[config.mk]
export PLATFORM = sky130hd
export DESIGN_NAME = speck_uart_ctrl
export DESIGN_NICKNAME = d
export VERILOG_FILES = /design/src/rtl/speck_uart_ctrl.sv
export SDC_FILE = /design/constraint.sdc
export NUM_CORES = 1
export LEC_CHECK = 0
export CORE_MARGIN = 2
export CORE_UTILIZATION = 46
export DETAILED_ROUTE_END_ITERATION = 10
export GPL_TIMING_DRIVEN = 0
export HOLD_SLACK_MARGIN = 0.1
export PLACE_DENSITY_LB_ADDON = 0.05
export SYNTH_ARGS = -nofsm -noshare
export SYNTH_HDL_FRONTEND = slang
export SYNTH_SLANG_ARGS = --single-unit
export TNS_END_PERCENT = 5
[constraint.sdc]
create_clock -name clk -period 1.9 [get_ports clk]
set_input_delay 0.57 -clock clk [delete_from_list [all_inputs] [get_ports clk]]
set_output_delay 0.57 -clock clk [all_outputs]
set_load 0.005 [all_outputs]
[src/rtl/speck_uart_ctrl.sv]
`default_nettype none
// ==== speck_uart_ctrl : UART command parser / Speck core sequencer ====
// ==== rev 1.0 ====
module speck_uart_ctrl #(
  parameter int         KEY_BYTES   = 16,
  parameter int         BLOCK_BYTES = 8,
  parameter int         TIMEOUT_CYC = 1_000_000,
  parameter logic [7:0] CMD_KEY     = 8'h4B,
  parameter logic [7:0] CMD_ENC     = 8'h45
) (
  input  logic                     clk,
  input  logic                     rst,
  input  logic [7:0]               rx_data,
  input  logic                     rx_valid,
  output logic [7:0]               tx_data,
  output logic                     tx_valid,
  input  logic                     tx_busy,
  output logic [KEY_BYTES*8-1:0]   core_key,
  output logic [BLOCK_BYTES*8-1:0] core_pt,
  output logic                     core_start,
  input  logic [BLOCK_BYTES*8-1:0] core_ct,
  input  logic                     core_done,
  output logic                     key_loaded,
  output logic                     busy,
  output logic                     frame_err
);

  localparam int KW   = KEY_BYTES * 8;
  localparam int BW   = BLOCK_BYTES * 8;
  localparam int MAXB = (KEY_BYTES > BLOCK_BYTES) ? KEY_BYTES : BLOCK_BYTES;
  localparam int CW   = $clog2(MAXB + 1);
  localparam int TW   = $clog2(TIMEOUT_CYC + 1);

  localparam logic [CW-1:0] C_KEY_LAST = CW'(KEY_BYTES - 1);
  localparam logic [CW-1:0] C_PT_LAST  = CW'(BLOCK_BYTES - 1);
  localparam logic [CW-1:0] C_BLOCK    = CW'(BLOCK_BYTES);
  localparam logic [CW-1:0] C_ONE      = CW'(1);
  localparam logic [TW-1:0] C_TMO_LAST = TW'(TIMEOUT_CYC - 1);
  localparam logic [7:0]    C_ACK      = 8'h06;
  localparam logic [7:0]    C_NAK      = 8'h15;

  typedef enum logic [2:0] {
    S_IDLE      = 3'd0,
    S_GET_KEY   = 3'd1,
    S_GET_PT    = 3'd2,
    S_START     = 3'd3,
    S_WAIT_CORE = 3'd4,
    S_SEND      = 3'd5,
    S_SEND_HI   = 3'd6,
    S_SEND_LO   = 3'd7
  } state_t;

  state_t          state_q, state_d;
  logic [CW-1:0]   cnt_q, cnt_d;
  logic [TW-1:0]   tmo_q, tmo_d;
  logic [BW-1:0]   sr_q, sr_d;
  logic [KW-1:0]   key_q, key_d;
  logic [BW-1:0]   pt_q, pt_d;
  logic            key_loaded_q, key_loaded_d;
  logic [7:0]      tx_data_q, tx_data_d;
  logic            tx_valid_q, tx_valid_d;
  logic            core_start_q, core_start_d;
  logic            frame_err_q, frame_err_d;

  always_comb begin
    state_d      = state_q;
    cnt_d        = cnt_q;
    tmo_d        = tmo_q;
    sr_d         = sr_q;
    key_d        = key_q;
    pt_d         = pt_q;
    key_loaded_d = key_loaded_q;
    tx_data_d    = tx_data_q;
    tx_valid_d   = 1'b0;
    core_start_d = 1'b0;
    frame_err_d  = 1'b0;

    case (state_q)
      S_IDLE: begin
        if (rx_valid) begin
          cnt_d = '0;
          tmo_d = '0;
          if (rx_data == CMD_KEY) begin
            // The key is rewritten in place, so it is invalid until the frame completes.
            key_loaded_d = 1'b0;
            state_d      = S_GET_KEY;
          end else if ((rx_data == CMD_ENC) && key_loaded_q) begin
            state_d = S_GET_PT;
          end else begin
            frame_err_d        = (rx_data != CMD_ENC);
            sr_d               = '0;
            sr_d[BW-1 -: 8]    = C_NAK;
            cnt_d              = C_ONE;
            state_d            = S_SEND;
          end
        end
      end

      S_GET_KEY, S_GET_PT: begin
        if (rx_valid) begin
          tmo_d = '0;
          cnt_d = cnt_q + C_ONE;
          if (state_q == S_GET_KEY) begin
            key_d = {key_q[KW-9:0], rx_data};
            if (cnt_q == C_KEY_LAST) begin
              key_loaded_d    = 1'b1;
              sr_d            = '0;
              sr_d[BW-1 -: 8] = C_ACK;
              cnt_d           = C_ONE;
              state_d         = S_SEND;
            end
          end else begin
            pt_d = {pt_q[BW-9:0], rx_data};
            if (cnt_q == C_PT_LAST) begin
              state_d = S_START;
            end
          end
        end else if (tmo_q == C_TMO_LAST) begin
          frame_err_d = 1'b1;
          state_d     = S_IDLE;
        end else begin
          tmo_d = tmo_q + TW'(1);
        end
      end

      S_START: begin
        core_start_d = 1'b1;
        state_d      = S_WAIT_CORE;
      end

      S_WAIT_CORE: begin
        if (core_done) begin
          sr_d    = core_ct;
          cnt_d   = C_BLOCK;
          state_d = S_SEND;
        end
      end

      S_SEND: begin
        if (!tx_busy) begin
          tx_data_d  = sr_q[BW-1 -: 8];
          tx_valid_d = 1'b1;
          state_d    = S_SEND_HI;
        end
      end

      // Wait for the transmitter to acknowledge the strobe before looking for its idle edge.
      S_SEND_HI: begin
        if (tx_busy) begin
          state_d = S_SEND_LO;
        end
      end

      S_SEND_LO: begin
        if (!tx_busy) begin
          sr_d    = sr_q << 8;
          cnt_d   = cnt_q - C_ONE;
          state_d = (cnt_q == C_ONE) ? S_IDLE : S_SEND;
        end
      end

      default: state_d = S_IDLE;
    endcase
  end

  always_ff @(posedge clk or negedge rst) begin
    if (!rst) begin
      state_q      <= S_IDLE;
      cnt_q        <= '0;
      tmo_q        <= '0;
      sr_q         <= '0;
      key_q        <= '0;
      pt_q         <= '0;
      key_loaded_q <= 1'b0;
      tx_data_q    <= '0;
      tx_valid_q   <= 1'b0;
      core_start_q <= 1'b0;
      frame_err_q  <= 1'b0;
    end else begin
      state_q      <= state_d;
      cnt_q        <= cnt_d;
      tmo_q        <= tmo_d;
      sr_q         <= sr_d;
      key_q        <= key_d;
      pt_q         <= pt_d;
      key_loaded_q <= key_loaded_d;
      tx_data_q    <= tx_data_d;
      tx_valid_q   <= tx_valid_d;
      core_start_q <= core_start_d;
      frame_err_q  <= frame_err_d;
    end
  end

  assign tx_data    = tx_data_q;
  assign tx_valid   = tx_valid_q;
  assign core_key   = key_q;
  assign core_pt    = pt_q;
  assign core_start = core_start_q;
  assign key_loaded = key_loaded_q;
  assign frame_err  = frame_err_q;
  assign busy       = (state_q != S_IDLE);

endmodule
`default_nettype wire

# Word-level counts from Yosys, hierarchy flattened
# Index checks and enable logic that the tools add are counted.
dict set report totals {
  input_bits 77
  memories 0
  ramBits 0
  latch_bits 0
  output_inout_bits 205
  ff_bits 296
  rom_bits 0
}
dict set report classes {
  bitwise 2
  n_shift 0
  n_eq_ne 29
  mul 0
  div_mod_pow 0
  order_cmp 0
  muxes 51
  reduce_logical 14
  n_addsub 3
}
# operator count
set ops {}
lappend ops {{64-bit 2-to-1 mux} 8}
lappend ops {{64-bit one-hot mux with 4 select lines} 1}
lappend ops {{20-bit 2-to-1 mux} 3}
lappend ops {{20-bit one-hot mux with 2 select lines} 1}
lappend ops {{3-bit 2-to-1 mux} 13}
lappend ops {{5-bit 2-to-1 mux} 6}
lappend ops {{2-bit inequality test, second input constant} 11}
lappend ops {{3-bit one-hot mux with 7 select lines} 1}
lappend ops {{20-bit by 1-bit adder with 20-bit output, second input constant} 1}
lappend ops {{20-bit == test, second input constant} 1}
lappend ops {{5-bit one-hot mux with 4 select lines} 1}
lappend ops {{8-bit by 7-bit == test with 1-bit output, second input constant} 2}
lappend ops {{1-bit 2-to-1 mux} 15}
lappend ops {{3-bit == test, second input constant} 4}
lappend ops {{3-bit AND reduction} 3}
lappend ops {{9-bit AND reduction} 1}
lappend ops {{4-bit inequality test, second input constant} 2}
lappend ops {{8-bit by 7-bit inequality test with 1-bit output, second input constant} 1}
lappend ops {{8-bit AND reduction} 1}
lappend ops {{3-bit by 2-bit == test with 1-bit output, second input constant} 2}
lappend ops {{3-bit inequality test, second input constant} 2}
lappend ops {{6-bit AND reduction} 1}
lappend ops {{5-bit by 1-bit adder with 5-bit output, second input constant} 1}
lappend ops {{5-bit by 1-bit == test with 1-bit output, second input constant} 1}
lappend ops {{14 further kinds} 16}

# Longest topological paths before layout
dict set report logic_depth {
  word_depth 6
  depth_mapped 9
  mapped_depth_nobuf 7
}

# Worst setup path before layout
# Ideal clock, no wire load.
dict set report synth_timing {
  path_type {input to register}
  from {in rx_data[5]}
  to {reg sr_q[41]}
  path_stages 8
  arrival_time_ps 1939
  slack_ps -122
  required_ps 1817
  setup_time_ps 83
  cell_sequence {nor4b_1 -> o2111ai_1 -> o221ai_1 -> buf_2 -> buf_4 -> buf_4 -> nand2_1 -> o21ai_0}
}
dict set report synth_between {
  elab_chain_cells 4
  word_cells_on_any_way 6
  classes_between {4 x eq/ne; 2 x reduce/logical}
}
# element line
set synth_rtl {}
lappend synth_rtl {{start: declaration} 13} ;# input logic [7:0] rx_data,
lappend synth_rtl {{8-bit by 7-bit == test with 1-bit output} 87} ;# end else if ((rx_data == CMD_ENC) && key_loaded_q) begin
lappend synth_rtl {{1-bit logical AND} 87}
lappend synth_rtl {{2-bit inequality test (no source line)} -}
lappend synth_rtl {{9-bit AND reduction (no source line) *} -}
lappend synth_rtl {{end signal: assignment} 183} ;# sr_q <= sr_d;
lappend synth_rtl {{end: declaration} 56} ;# logic [BW-1:0] sr_q, sr_d;
# Mark *: on every way between the ends. The rest lies on a longest branch, timed or not.
# A chain may end at the register's enable or synchronous reset.

# Worst setup path in the final report
dict set report layout_timing {
  from {reg state_q[2]}
  to {out busy}
}
dict set report layout_between {
  elab_chain_cells 1
}
# element line
set layout_rtl {}
lappend layout_rtl {{start: declaration} 53} ;# state_t state_q, state_d;
lappend layout_rtl {{start signal: assignment} 180} ;# state_q <= state_d;
lappend layout_rtl {{3-bit nonzero test} 201} ;# assign busy = (state_q != S_IDLE);
lappend layout_rtl {{end: declaration} 24} ;# output logic busy,
# No other way between the ends.

==> impl_table.tex <==
\begin{tabular}{lr}
\hline
Metric & Value \\
\hline
\multicolumn{2}{l}{\textbf{Clock network}} \\
Root buffer cell & sky130\_fd\_sc\_hd\_\_clkbuf\_16 \\
Cts hold-fix bufs & 0 \\
Bufs on Longest Clock Path & 3 \\
Clock network latency to the later pin of the worst-skew pair & 0.51 ns \\
Clock tree from TritonCTS & done \\
Clock Pin Slew Worst Setup and Hold Paths & 0.07 ns \\
Clock sink total & 296 \\
Total CTS buffers & 34 \\
H-tree levels & 2 \\
\multicolumn{2}{l}{\textbf{Outcome}} \\
Outcome & finished, violations left \\
Violations in the final reports & setup timing \\
\multicolumn{2}{l}{\textbf{Global routing}} \\
Overall overflow remaining after global route & 0 \\
GRT Util Overall & 0.2259 \\
Maximum number of pins on one net before global-route repair & 114 \\
Antenna violations before repair & 4 \\
Wire length of the first global-routing pass & 50740 um \\
Via count of the first global-routing pass & 9066 \\
\multicolumn{2}{l}{\textbf{Yosys}} \\
Flip-flop and latch count after synthesis & 296 \\
Cell with the most instances after synthesis & sky130\_fd\_sc\_hd\_\_dfrtp\_1 \\
Number of unique standard cell types used by synthesis & 60 \\
Number of flops mapped to enable cells by yosys & 0 \\
Summed instance area of the synthesized netlist & 12370 um2 \\
Most used standard cells in the synthesized netlist & 296 x sky130\_fd\_sc\_hd\_\_dfrtp\_1, 201 x sky130\_fd\_sc\_hd\_\_mux2\_2, 99 x sky130\_fd\_sc\_hd\_\_nand2\_1 \\
Fraction of post-synthesis cell area in the top cell type by area & 0.5986 \\
Post-synth top flop & sky130\_fd\_sc\_hd\_\_dfrtp\_1 \\
Sequential share of the synthesized area & 0.5986 \\
Fraction of registers with async set or reset after synthesis & 1.000 \\
Number of instances in the synthesized netlist & 987 \\
Total number of yosys warnings & 0 \\
Avg Inst Size Synth & 12.54 um2 \\
Top post-synthesis cells by area & sky130\_fd\_sc\_hd\_\_dfrtp\_1 60\%, sky130\_fd\_sc\_hd\_\_mux2\_2 18\%, sky130\_fd\_sc\_hd\_\_a22oi\_1 3.2\% \\
Net count after synthesis & 1068 \\
Leading area contributor after synthesis & sky130\_fd\_sc\_hd\_\_dfrtp\_1 \\
\multicolumn{2}{l}{\textbf{Detailed routing}} \\
Total vias in the final route & 9302 \\
Drt total wl & 32580 um \\
Routed wire length per instance & 19.06 um \\
Number of design-rule violations left by the first detailed-router iteration & 533 \\
Via count normalized by instance count & 5.443 \\
DRC violation count after routing & 0 \\
Number of iterations in the first detailed-routing pass & 5 \\
Count of antenna-violating nets left after detailed routing & 0 \\
\multicolumn{2}{l}{\textbf{Floorplanning}} \\
Site Rows & 60 \\
Ports placed on the boundary & 282 \\
Die boundary width & 168.0 um \\
Die span in y & 168.0 um \\
Floorplan die area & 28230 um2 \\
Core area & 26650 um2 \\
Starting utilization of the core area & 0.4643 \\
\multicolumn{2}{l}{\textbf{Job}} \\
Max Cap Viol & 0 \\
\multicolumn{2}{l}{\textbf{Worst setup path}} \\
R2R setup slack & -0.25 ns \\
CP peak stage delay & 0.41 ns \\
End of the worst register-to-register path & tmo\_q[3]\$\_DFFE\_PN0P\_ \\
Cell-by-cell listing of the critical path & buf\_6 > buf\_6 > or3\_4 > buf\_6 \\
Category of the worst setup path launch point & flop \\
Worst setup EP type & output port \\
Worst Path Max Fanout & 2 \\
Buffers plus inverters on the worst setup path & 3 \\
Arrival time worst endpoint & 1.67 ns \\
Worst path most repeated cell & sky130\_fd\_sc\_hd\_\_buf\_6 \\
Register-to-Register Path Depth & 7 \\
Top Family by Delay on Critical Path & flip-flops \\
Crit Path Class & flop to output port \\
Required time reported for the critical path endpoint & 1.33 ns \\
Worst reg2reg path startpoint & state\_q[0]\$\_DFFE\_PN0P\_ \\
Cell type of the slowest stage on the worst timing path & sky130\_fd\_sc\_hd\_\_dfrtp\_1 \\
\multicolumn{2}{l}{\textbf{Timing}} \\
Setup Skew & 0.01923 ns \\
Setup repair after global routing missed its margin & yes \\
Final-report setup violation count & 135 \\
Crit share post-route & 1.181 \\
Max-slew violation count & 0 \\
Timing-limited maximum frequency & 0.4458 GHz \\
Minimum clock period & 2.243 ns \\
Normalized max-slew margin & 0.4341 \\
Total negative setup slack & -6.696 ns \\
Worst setup slack after layout & -0.3432 ns \\
Actual transition at the worst max-transition pin & 0.8488 ns \\
Final count of hold timing violations & 0 \\
\multicolumn{2}{l}{\textbf{Placed design}} \\
Total of buffers placed on input and output ports & 281 \\
Placed wire-length estimate after detailed placement & 22370 um \\
Total instance count after detailed placement & 1611 \\
Place WS & -1.154 ns \\
Final weighted congestion in routability-driven placement & 0.8567 \\
\multicolumn{2}{l}{\textbf{Min path}} \\
Hold WC Path Type & input port to async pin \\
\multicolumn{2}{l}{\textbf{Finish}} \\
Ratio of cells with drive above 1 in the final layout & 0.3009 \\
Post-Layout Cell Count & 1709 \\
Area growth from synthesis to final layout & 41.24\% \\
Final net count & 1422 \\
Util after Layout & 0.6557 \\
\multicolumn{2}{l}{\textbf{Pwr}} \\
Maximum VDD drop & 884.9 uV \\
Ratio of total power to cell area & 1463 nW/um2 \\
Power consumption & 25.56 mW \\
Static Leak & 8.630 nW \\
\hline
\end{tabular}
stage by stage:
stage	instance area, um2	hold slack [ns]
2_1_floorplan	12390	0.2744
3_3_place_gp	15630	0.4607
3_5_place_dp	15690	0.4676
4_1_cts	16900	0.1487
5_1_grt	17470	0.1726
6_report	17480	0.1087
cell usage in the layout (no fill, tap or decap), types with 5 or more instances in the layout:
cell                              Yosys  final
sky130_fd_sc_hd__nand2b_1             8      6
sky130_fd_sc_hd__nand2_1             99     92
sky130_fd_sc_hd__clkbuf_4             0      5
sky130_fd_sc_hd__clkbuf_2             1     11
sky130_fd_sc_hd__nor2_1              34     27
sky130_fd_sc_hd__or4_1                6      6
sky130_fd_sc_hd__mux2_2             201    201
sky130_fd_sc_hd__clkbuf_1            24     11
sky130_fd_sc_hd__dfrtp_1            296    292
sky130_fd_sc_hd__o21ai_0             79     39
sky130_fd_sc_hd__buf_6                0     20
sky130_fd_sc_hd__buf_2               33      6
sky130_fd_sc_hd__nor2_4               0      6
sky130_fd_sc_hd__clkbuf_16            0     38
sky130_fd_sc_hd__clkinv_2             0      6
sky130_fd_sc_hd__o21ai_1              1     36
sky130_fd_sc_hd__nor3_1               7      6
sky130_fd_sc_hd__inv_1                9      9
sky130_fd_sc_hd__a31oi_1              6      6
sky130_fd_sc_hd__a22oi_1             53     53
sky130_fd_sc_hd__nand3_1             13     10
sky130_fd_sc_hd__nand2_2              0      6
sky130_fd_sc_hd__a21oi_1             20     15
sky130_fd_sc_hd__dlygate4sd2_1        0    211
sky130_fd_sc_hd__buf_8                0      8
sky130_fd_sc_hd__xnor2_1             10     10
sky130_fd_sc_hd__clkbuf_8             0      7
sky130_fd_sc_hd__buf_4                4     44
sky130_fd_sc_hd__o31ai_1              6      6
sky130_fd_sc_hd__clkdlybuf4s50_1      0     67
sky130_fd_sc_hd__o21ai_2              0      5
sky130_fd_sc_hd__nand4_1              5      5
per-layer routing:
| metal | global-route usage | wire length (um) |
|---|---|---|
| met5 | 0 | 19 |
| met4 | 0.05558 | 662 |
| met1 | 0.3022 | 13710 |
| met3 | 0.06629 | 2537 |
| met2 | 0.3649 | 15650 |
where the power goes:
part	switching [mW]	internal (mW)	leakage [nW]
clock	2.56	4.20	0.575
combinational	4.61	5.01	4.10
sequential	1.19	8.00	3.96
cell type report:
class | instances | area (um2)
Multi-Input combinational cell | 617 | 4938
Sequential cell | 296 | 7412
Tap cell | 341 | 426.7
Timing Repair Buffer | 322 | 3012
Fill cell | 2151 | 9175
Buffer | 61 | 483.0
Inverter | 9 | 33.78
Antenna cell | 2 | 5.005
Clock inverter | 12 | 166.4
Clock buffer | 49 | 998.5
cell families (layout without fill, tap and decap cells):
kind of cell,after synthesis,count (layout),synth area share
xor gates and xnor gates,12,12,0.008494
AOI/OAI and AO/OA,194,194,0.09910
adders and majority gates,4,4,0.004045
DFF,296,296,0.5986
buffers and inverters,74,453,0.02710
muxes,203,203,0.1845
other,0,2,0
and+or+nand+nor,204,204,0.07807
registers in the layout (all words and copies together), names as in the netlist:
signal / flops
core_key: 128
core_pt: 64
sr_q: 64
tmo_q: 20
tx_data: 8
cnt_q: 5
state_q: 3
core_start: 1
frame_err: 1
key_loaded: 1
tx_valid: 1
worst max path at each step:
stage                                       from                        end  slack (ns)  cells after the start
after floorplan           state_q[1]$_DFFE_PN0P_  core_key[106]$_DFFE_PN0P_      -0.009                      7
after global placement                       rst    core_pt[49]$_DFFE_PN0P_      -12.81                      1
after detailed placement                rx_valid    core_pt[22]$_DFFE_PN0P_       -1.15                      6
after CTS                 state_q[2]$_DFFE_PN0P_                       busy       -0.33                      4
after global routing      state_q[2]$_DFFE_PN0P_                       busy       -0.38                      4
final                     state_q[2]$_DFFE_PN0P_                       busy       -0.34                      4
worst register-to-register path: stages, from the launching register on:
cell,delay (ns)
sky130_fd_sc_hd__dfrtp_1,0.39
sky130_fd_sc_hd__buf_6,0.13
sky130_fd_sc_hd__xnor2_1,0.41
sky130_fd_sc_hd__nor3_2,0.12
sky130_fd_sc_hd__and3_1,0.17
sky130_fd_sc_hd__clkbuf_4,0.17
sky130_fd_sc_hd__or4_1,0.52
sky130_fd_sc_hd__a21oi_1,0.16
what timing repair did:
item                       in CTS  in global routing
gates cloned                    0                  6
setup buffers                   9                 24
resized for setup             294                147
pin swaps                       2                 10
setup endpoints to repair     492                279
(Power assumes the default switching activity.)
==> patch (same flow settings) <==
Encoding of `state_t`: now one-hot (8 bits for 8 states).
--- a/src/rtl/speck_uart_ctrl.sv
+++ b/src/rtl/speck_uart_ctrl.sv
@@ -40,13 +40,13 @@
   localparam logic [7:0]    C_NAK      = 8'h15;
 
-  typedef enum logic [2:0] {
-    S_IDLE      = 3'd0,
-    S_GET_KEY   = 3'd1,
-    S_GET_PT    = 3'd2,
-    S_START     = 3'd3,
-    S_WAIT_CORE = 3'd4,
-    S_SEND      = 3'd5,
-    S_SEND_HI   = 3'd6,
-    S_SEND_LO   = 3'd7
+  typedef enum logic [7:0] {
+    S_IDLE      = 8'b00000001,
+    S_GET_KEY   = 8'b00000010,
+    S_GET_PT    = 8'b00000100,
+    S_START     = 8'b00001000,
+    S_WAIT_CORE = 8'b00010000,
+    S_SEND      = 8'b00100000,
+    S_SEND_HI   = 8'b01000000,
+    S_SEND_LO   = 8'b10000000
   } state_t;
 
Check against the original RTL: same outputs for any inputs over 4 cycles, from zero or initial values and one cycle with rst low; so few cycles prove little.
==> patch against the unedited design <==
- the run still ends with setup timing left
- sequential cell count grew 5
- final area increased by 7.7%
- count of clock-buffer cells in the layout increased by 3
- worst hold slack better by 380 ps
- wire length grew 8.3%
- area after synthesis is 3.5% higher
- via count up 0.80%
- setup slack got worse by 60 ps
- utilization grew 2.5 points
- largest cell class unchanged
Power is not compared: it rests on default switching activity, and its combinational part moved more than twofold at a synthesized area within 25%.
==> patch: results (changes against the unedited design) <==
clock tree buffer depth 3 (unchanged); R2R cell count 9 (was 7); Avg WL per Cell 20.75 µm (was 19.06 µm); asr flop ratio synth 100.0% (unchanged); complex-gate fraction of the synthesized area 12.05% (was 9.910%); final setup vio count 298 (was 135); initial antenna violation count 0 (was 4); Post-synth EDFFs 0 (unchanged); drt first pass iters 5 (unchanged); outcome finished, violations left (unchanged); crit path DAT 1730 ps (was 1670 ps); Synth area leaders dfrtp_1, mux2_2, o2bb2ai_1 (was dfrtp_1, mux2_2, a22oi_1); FF-to-FF End sr_q[58]$_DFFE_PN0P_ (was tmo_q[3]$_DFFE_PN0P_); Hold EP sr_q[6]$_DFFE_PN0P_; Slew Limit Fails 0 (unchanged); commonest cells in the synthesized netlist dfrtp_1, mux2_2, a22oi_1 (was dfrtp_1, mux2_2, nand2_1); hold path startpoint sr_q[6]$_DFFE_PN0P_; Clock Pin Slew Worst Setup and Hold Paths 60 ps; Nets 1381 (was 1422); register area share after synthesis 58.84% (was 59.86%); total CTS buffers 35 (was 34); # port buffers 280 (was 281); critical-path maximum fanout 2 (unchanged); failing checks setup timing (unchanged); first-pass GRT wire length 52.50 mm (was 50.74 mm); DIE AREA 29180 µm² (was 28230 µm²); DP Area 16240 µm² (was 15690 µm²); adder-cell share of the synthesized area 0.3909% (was 0.4045%); vias in the first global route 9476 (was 9066); number of H-tree levels 2 (unchanged); largest net degree at the start of global routing 121 (was 114); worst vdd ir 0.8769 mV; mux contribution to synthesized area 18.11% (was 18.45%); max reg flops 128 (unchanged); fill count 2084 (was 2151); Fin Hold WS 485.2 ps (was 108.7 ps); vias per inst 5.515 (was 5.443); Hold WC Path Type flop to flop (was input pin to asynchronous set/reset pin); DP HPWL 22.58 mm (was 22.37 mm); fin worst setup slack -403.1 ps (was -343.2 ps); All-Layer GR Usage 22.87% (was 22.59%); relative slew slack 55.09% (was 43.41%); Final GP Congestion 0.8754 (was 0.8567); share of cells above drive strength 1 32.15% (was 30.09%); ys flop type dfrtp_1 (unchanged); initial drt markers 542 (was 533); synth unique cells 73 (was 60); CTS root buf clkbuf_16 (unchanged); YS warnings 0 (unchanged); n_diodes 0 (was 2); Synthesized Nets 1020 (was 1068); RR Startpoint state_q[3]$_DFFE_PN0P_ (was state_q[0]$_DFFE_PN0P_); xor and xnor area share after synthesis 0.3421% (was 0.8494%); Post-Route Skew 13.26 ps (was 19.23 ps); Hold Path Depth 1; Post-Place Worst Slack -1078 ps (was -1154 ps)
==> patch: what timing repair did <==
action | 4_1_cts | 5_1_grt
setup buffers | 15 | 14
pin swaps | 11 | 10
hold buffers | 1 | 0
hold endpoints to repair | 64 | 0
endpoints found under the setup margin | 502 | 298
gates resized for setup | 279 | 220
gates cloned | 5 | 8
==> patch: cells by family (layout without fill, tap and decap cells) <==
logic type / count (synthesis) / after routing
compound gates: 198 / 198
buf+inv: 67 / 447
simple gates: 158 / 161
flops: 301 / 301
xor+xnor: 5 / 5
mux: 206 / 206
fa+ha+maj: 4 / 4
==> patch: metal layers <==
layer  global-route usage (%)  routed length (µm)  vias to the layer above  share of wire (%)
met3                    7.726                2719                       50                7.7
met2                    35.45               16490                      272                 47
met1                    30.38               15210                     4805                 43
met4                    7.369                 861                        0                2.4
met5                        0                   0                        -                  0
li1                         -                   -                     4249                  -
==> patch: how the worst max path moves through the flow <==
| stage | from | endpoint | depth (start not counted) |
|---|---|---|---|
| finish | state_q[3]$_DFFE_PN0P_ | busy | 5 |
| global route | state_q[3]$_DFFE_PN0P_ | busy | 5 |
| CTS | state_q[7]$_DFFE_PN0P_ | busy | 5 |
| detailed placement | rx_valid | state_q[2]$_DFFE_PN0P_ | 7 |
| global placement | rst | state_q[7]$_DFFE_PN0P_ | 1 |
| floorplan | state_q[7]$_DFFE_PN0P_ | sr_q[56]$_DFFE_PN0P_ | 8 |
==> patch: power breakdown <==
group	total (W)	switching, W	internal, W	leakage (nW)
Combinational	0.00326	0.00172	0.00154	4.71
Clock	0.00666	0.00261	0.00405	0.565
Sequential	0.00673	0.000164	0.00656	4.15
==> patch: critical path, cell delays in order (launching register included) <==
cell and delay, ps:
dfrtp_2 420, nor4_4 330, and3_1 210, buf_6 120, inv_8 30, buf_6 100
==> patch: area by class of cell <==
cell class	instances	area [µm²]	area share, %
inverters	6	30.03	0.1596
clock inverters	7	107.6	0.5719
well taps	378	473.0	2.514
repair buffers	322	3188	16.94
plain buffers	60	740.7	3.937
multi-input cells	574	5697	30.28
clock buffers	52	1040	5.526
flip-flops and latches	301	7540	40.07
==> patch: per-stage QoR <==
| step | cells | TNS, ps | power [W] |
|---|---|---|---|
| after floorplan | 939 | -15370 | 0.008283 |
| after global placement | 1597 | -4120420 | 0.009168 |
| after detailed placement | 1599 | -187600 | 0.009199 |
| after CTS | 1678 | -78810 | 0.01609 |
| after global routing | 1700 | -84020 | 0.01733 |
| final | 1700 | -67260 | 0.01665 |
